**src/rtl/debounce_bank.sv**
```systemverilog
// Multi-channel push-button debouncer with press/release/long-press event pulses.
// Each channel has its own synchroniser, debounce counter and hold counter.
module debounce_bank #(
    parameter int unsigned N_CH        = 4,
    parameter int unsigned DEB_CYCLES  = 2500000,
    parameter int unsigned LONG_CYCLES = 150000000,
    parameter int unsigned ACTIVE_LOW  = 0
) (
    input  logic            clk,
    input  logic            rst_n,
    input  logic [N_CH-1:0] btn_i,
    output logic [N_CH-1:0] lvl_o,
    output logic [N_CH-1:0] press_o,
    output logic [N_CH-1:0] rel_o,
    output logic [N_CH-1:0] long_o,
    output logic [N_CH-1:0] held_o
);

    localparam int unsigned DEB_W  = $clog2(DEB_CYCLES + 1);
    localparam int unsigned HOLD_W = $clog2(LONG_CYCLES + 1);
    localparam logic        AL_BIT = 1'(ACTIVE_LOW);

    for (genvar g = 0; g < int'(N_CH); g++) begin : g_ch
        logic              r_meta;
        logic              r_sync;
        logic [DEB_W-1:0]  r_deb;
        logic              r_lvl;
        logic              r_press;
        logic              r_rel;
        logic [HOLD_W-1:0] r_hold;
        logic              r_long;
        logic              r_held;

        logic              w_s;
        logic [DEB_W-1:0]  w_deb_nxt;
        logic              w_lvl_nxt;
        logic [HOLD_W-1:0] w_hold_nxt;
        logic              w_long_nxt;
        logic              w_held_nxt;

        // Debounce: count consecutive disagreeing samples, any agreement restarts.
        always_comb begin
            w_s        = r_sync ^ AL_BIT;
            w_deb_nxt  = '0;
            w_lvl_nxt  = r_lvl;
            if (w_s != r_lvl) begin
                if (r_deb == DEB_W'(DEB_CYCLES - 1)) begin
                    w_lvl_nxt = w_s;
                end else begin
                    w_deb_nxt = r_deb + DEB_W'(1);
                end
            end
        end

        // Hold timer starts on the cycle after acceptance and saturates at LONG_CYCLES.
        always_comb begin
            w_hold_nxt = r_hold;
            w_long_nxt = 1'b0;
            w_held_nxt = r_held;
            if (!w_lvl_nxt) begin
                w_hold_nxt = '0;
                w_held_nxt = 1'b0;
            end else if (r_lvl && (r_hold != HOLD_W'(LONG_CYCLES))) begin
                w_hold_nxt = r_hold + HOLD_W'(1);
                if (w_hold_nxt == HOLD_W'(LONG_CYCLES)) begin
                    w_long_nxt = 1'b1;
                    w_held_nxt = 1'b1;
                end
            end
        end

        always_ff @(posedge clk or negedge rst_n) begin
            if (!rst_n) begin
                r_meta  <= AL_BIT;
                r_sync  <= AL_BIT;
                r_deb   <= '0;
                r_lvl   <= 1'b0;
                r_press <= 1'b0;
                r_rel   <= 1'b0;
                r_hold  <= '0;
                r_long  <= 1'b0;
                r_held  <= 1'b0;
            end else begin
                r_meta  <= btn_i[g];
                r_sync  <= r_meta;
                r_deb   <= w_deb_nxt;
                r_lvl   <= w_lvl_nxt;
                r_press <= w_lvl_nxt & ~r_lvl;
                r_rel   <= ~w_lvl_nxt & r_lvl;
                r_hold  <= w_hold_nxt;
                r_long  <= w_long_nxt;
                r_held  <= w_held_nxt;
            end
        end

        assign lvl_o[g]   = r_lvl;
        assign press_o[g] = r_press;
        assign rel_o[g]   = r_rel;
        assign long_o[g]  = r_long;
        assign held_o[g]  = r_held;
    end

endmodule

```
**config.mk**
```make
export PLATFORM = sky130hd
export DESIGN_NAME = debounce_bank
export DESIGN_NICKNAME = d
export VERILOG_FILES = /design/src/rtl/debounce_bank.sv
export SDC_FILE = /design/constraint.sdc
export NUM_CORES = 1
export LEC_CHECK = 0
export BUFFER_PORTS_ARGS = -buffer_cell sky130_fd_sc_hd__clkbuf_2
export CAP_MARGIN = 20
export CORE_UTILIZATION = 45
export DETAILED_ROUTE_END_ITERATION = 7
export SLEW_MARGIN = 20
export SYNTH_ARGS = -nofsm -noshare
export SYNTH_HDL_FRONTEND = slang
export SYNTH_SLANG_ARGS = --single-unit
```
**constraint.sdc**
```tcl
create_clock -name clk -period 5.7 [get_ports clk]
set_input_delay 1.14 -clock clk [delete_from_list [all_inputs] [get_ports clk]]
set_output_delay 1.14 -clock clk [all_outputs]
set_load 0.005 [all_outputs]
```
==> metrics.md <==
| Metric | Value |
|---|---|
| Overflow after GRT | 0 |
| Status | finished, final reports clean |
| Sequential standard cell area | between 5000 and 6000 sq um |
| Clk Latency, worst-skew pair | about 0.54 ns |
| Area after DPL | 13050 sq um |
| GR Util met1 | 26.54% |
| Worst Tran Pin Value | ~1.1 ns |
| DR WL/cell | roughly 15 microns |
| CP Class | reg2reg |
| Vert. Die Dim | around 170 microns |
| Post-synthesis register bit count | between 200 and 250 |
| Yosys cell types | between 60 and 70 |
| Combinational family with the most area after synthesis | simple AND/OR/NAND/NOR gates |
| GP Congestion | a little under 0.9 |
| GR peak layer | met2 |
| Largest cells by area after synthesis | dfrtp_1 45%, xor2_1 8.1%, nor2_1 7.3% |
| Cells after synthesis | between 1000 and 1500 |
| Drt pass-1 iters | 5 |
| Layout area overhead | 9.051% |
| Adder-Cell Fraction of Synth Area | between 1.5 and 2% |
| Mux share of post-synthesis cell area | less than 1% |
| Final period utilization | between 50% and 60% |
| Post-synth EDFFs | 0 |
| Ys flop type | dfrtp_1 |
| Setup slack at placement | 2.766 ns |
| CTS resizes | 0 |
| Count of final setup violators | 0 |
| Ant diodes | 0 |
| CP bufs+invs | 1 |
| Clock sink total | 228 |
| Area share of and/or/nand/nor cells after synthesis | 29.43% |
| Syn avg cell area | approximately 9.0 sq um |
| Critical Path Fanout Max | 30 |
| Post-synthesis xor/xnor area fraction | 14.08% |
| DR vias | a little under 10000 |
| Vias in the first global route | 9158 |
| Total GRT Usage | 18.58% |
| Area leader, netlist | dfrtp_1 |
| Count of yosys warnings during synthesis | 0 |
| Top-Level Pins | 26 |
| Initial antenna violation count | 0 |
| Width of the die | 170.8 microns |
| First-pass GRT wire length | 45220 microns |
| Hold_buf cts | 0 |
| Met3 usage | under 10% |
| Unrepaired setup endpoints after global routing | false |
| Final instance area | roughly 14000 sq um |
| Die Area | a little under 30000 sq um |
| TritonCTS clock tree | built |
| Seq/Total Area, Yosys | 44.52% |
| Reg clk slew, reported paths | approximately 0.060 ns |
| Max Fclk | about 0.34 GHz |
| Reg2reg setup slack | between 2 and 3 ns |
| Max-cap check violation count | 0 |
| Synth Area in Compound Gates | under 10% |
| CP max stage cell | or4_1 |
| DRC viols | 0 |
| WP data arrival | roughly 3.4 ns |
| Setup Fix Bufs, Post-CTS | 0 |
| Yosys top cell area share | roughly 45% |
| Worst vdd ir | approximately 220 uV |
| FP Rows | 61 |
| CP Cell Sequence | nor4b_1 -> nand4_1 -> nor3_1 -> mux2i_2 -> buf_4 -> or4_1 -> nor4_2 -> a21o_1 |
| CP max stage delay | 0.57 ns |
| Final Hold Fails | 0 |
| CP Data Required Time | approximately 6.2 ns |
| Setup TNS | 0 ns |
| Initial Utilization | a little under half |
| CTS H-Tree Depth | 1 |
| Number of buffers created by CTS | 26 |
| Layout cells sized above 1 | between 7 and 8% |
| Nets | roughly 1400 |
| Cell area after synthesis | ~13000 sq um |
| Async set or reset register ratio after synthesis | 100.0% |
| DR iter-0 viols | 579 |
| Mapped Nets | 1450 |
| PwrDens | about 250 nW/um^2 |
| Nature of the critical path startpoint | register |
| CP delay by family, top | simple AND/OR/NAND/NOR gates |
| Vias/cell | between 5 and 6 |
| Final Max Slew Viols | 0 |
| Pleak | 5.555 nW |
| Min setup slack post-route | 2.757 ns |
| Final ANT Viol Nets | 0 |
| Clock buffer depth | 3 |
| Clk root buf | clkbuf_16 |
| Hold crit path type | reg2reg |
| Met2 Usage GRT | just under 30% |
| # fillers | 2669 |
| Post-DP HPWL | 17460 microns |
| I/O Buffers | 25 |
| Multi-input gate area | around 6500 sq um |
| Min Clock Period, post-route | about 3 ns |
| Rel. slew slack | roughly 25% |
| Pin count of the biggest net entering global routing | between 100 and 150 |
| Critical Path Sink Type | register |
| Total Wirelength | approximately 26000 microns |
| CORE AREA | 27930 sq um |
| Clock skew | ~0.011 ns |
## cells by family (layout without fill, tap and decap cells)
logic type	Yosys count	in the layout
AOI/OAI and AO/OA	96	96
xor gates and xnor gates	206	206
adders and majority gates	16	16
buffers and inverters	130	115
DFF	228	228
muxes	10	10
and+or+nand+nor	742	742
## worst register-to-register path, stage by stage, from the launching register on
cell and delay (ns):
dfrtp_1 0.42, nor4b_1 0.36, nand4_1 0.16, nor3_1 0.52, mux2i_2 0.12, buf_4 0.26
or4_1 0.58, nor4_2 0.35, a21o_1 0.12
## flip-flops by register name, summed over array words and instances, names as in the netlist
name	flops
g_ch.r_rel	4
g_ch.r_lvl	4
g_ch.r_long	4
g_ch.r_sync	4
g_ch.r_deb	88
g_ch.r_press	4
g_ch.r_held	4
g_ch.r_meta	4
g_ch.r_hold	112
## synthesized netlist by cell type (all sizes together), types with 3 or more instances
master / n
o2111ai: 6
a211oi: 3
nor3: 36
nand4: 63
nand3: 84
nor3b: 12
and4b: 5
o21ai: 20
nor4bb: 8
a21o: 4
nor4b: 13
xor2: 118
nand3b: 4
and4: 13
or4: 6
o21a: 3
buf: 32
mux2i: 9
and3b: 5
dfrtp: 228
a311oi: 3
nor2: 248
nand2b: 9
nor4: 25
nor2b: 6
or3: 20
and3: 40
nand2: 118
ha: 16
or2: 7
a21oi: 26
o211ai: 3
xnor2: 88
clkbuf: 64
a22o: 4
inv: 34
and2: 15
## per-layer routing
layer	part of all wire, %	up-vias	routed length, microns
li1	-	4811	-
met2	45	133	11660
met1	50	4692	13070
met5	0	-	0
met4	2.2	0	583
met3	3.0	41	784
## final timing paths
check | start | cells after the start | endpoint
min | g_ch[0].r_meta | 0 | g_ch[0].r_sync
max reg2reg | g_ch[1].r_deb[16] | 8 | g_ch[1].r_held
max | g_ch[1].r_deb[16] | 8 | g_ch[1].r_held
min in group asynchronous | rst_n | 1 | g_ch[2].r_deb[15]
min reg2reg | g_ch[0].r_meta | 0 | g_ch[0].r_sync
max in group asynchronous | rst_n | 2 | g_ch[1].r_deb[15]
## final cells by class
class,instances,area share [%]
timing repair buffer,33,1.397
clock inverter,16,1.459
multi-input combinational,1070,46.84
tap,378,3.384
clock buffer,32,5.175
inverter,34,0.9132
sequential,228,40.83
## report_power, final
part / leakage (nW) / switching [mW] / internal, mW
clock: 0.457 / 0.699 / 1.09
combinational: 1.94 / 0.0461 / 0.0116
sequential: 3.16 / 0.00954 / 1.63
## cells in the final DEF, fill, tap and decap left out, drive strengths merged, types with 13 or more instances in the layout
master | synthesis | routed
nor4 | 25 | 25
xnor2 | 88 | 88
and2 | 15 | 15
o21ai | 20 | 20
and3 | 40 | 40
xor2 | 118 | 118
ha | 16 | 16
nand2 | 118 | 118
nand4 | 63 | 63
nor3 | 36 | 36
or3 | 20 | 20
clkbuf | 64 | 56
nand3 | 84 | 84
a21oi | 26 | 26
inv | 34 | 35
and4 | 13 | 13
nor2 | 248 | 248
nor4b | 13 | 13
dfrtp | 228 | 228
## through the flow
step | util (%) | instances | hold WS, ns | total power, mW
detailed placement | 46.71 | 1743 | 0.3442 | 1.729
global placement | 46.71 | 1743 | 0.3343 | 1.728
floorplan | - | 1428 | 0.3312 | 1.685
CTS | 50.03 | 1791 | 0.3579 | 3.537
finish | 50.03 | 1791 | 0.3514 | 3.480
global route | 50.03 | 1791 | 0.3669 | 3.608
(Power assumes the default switching activity.)
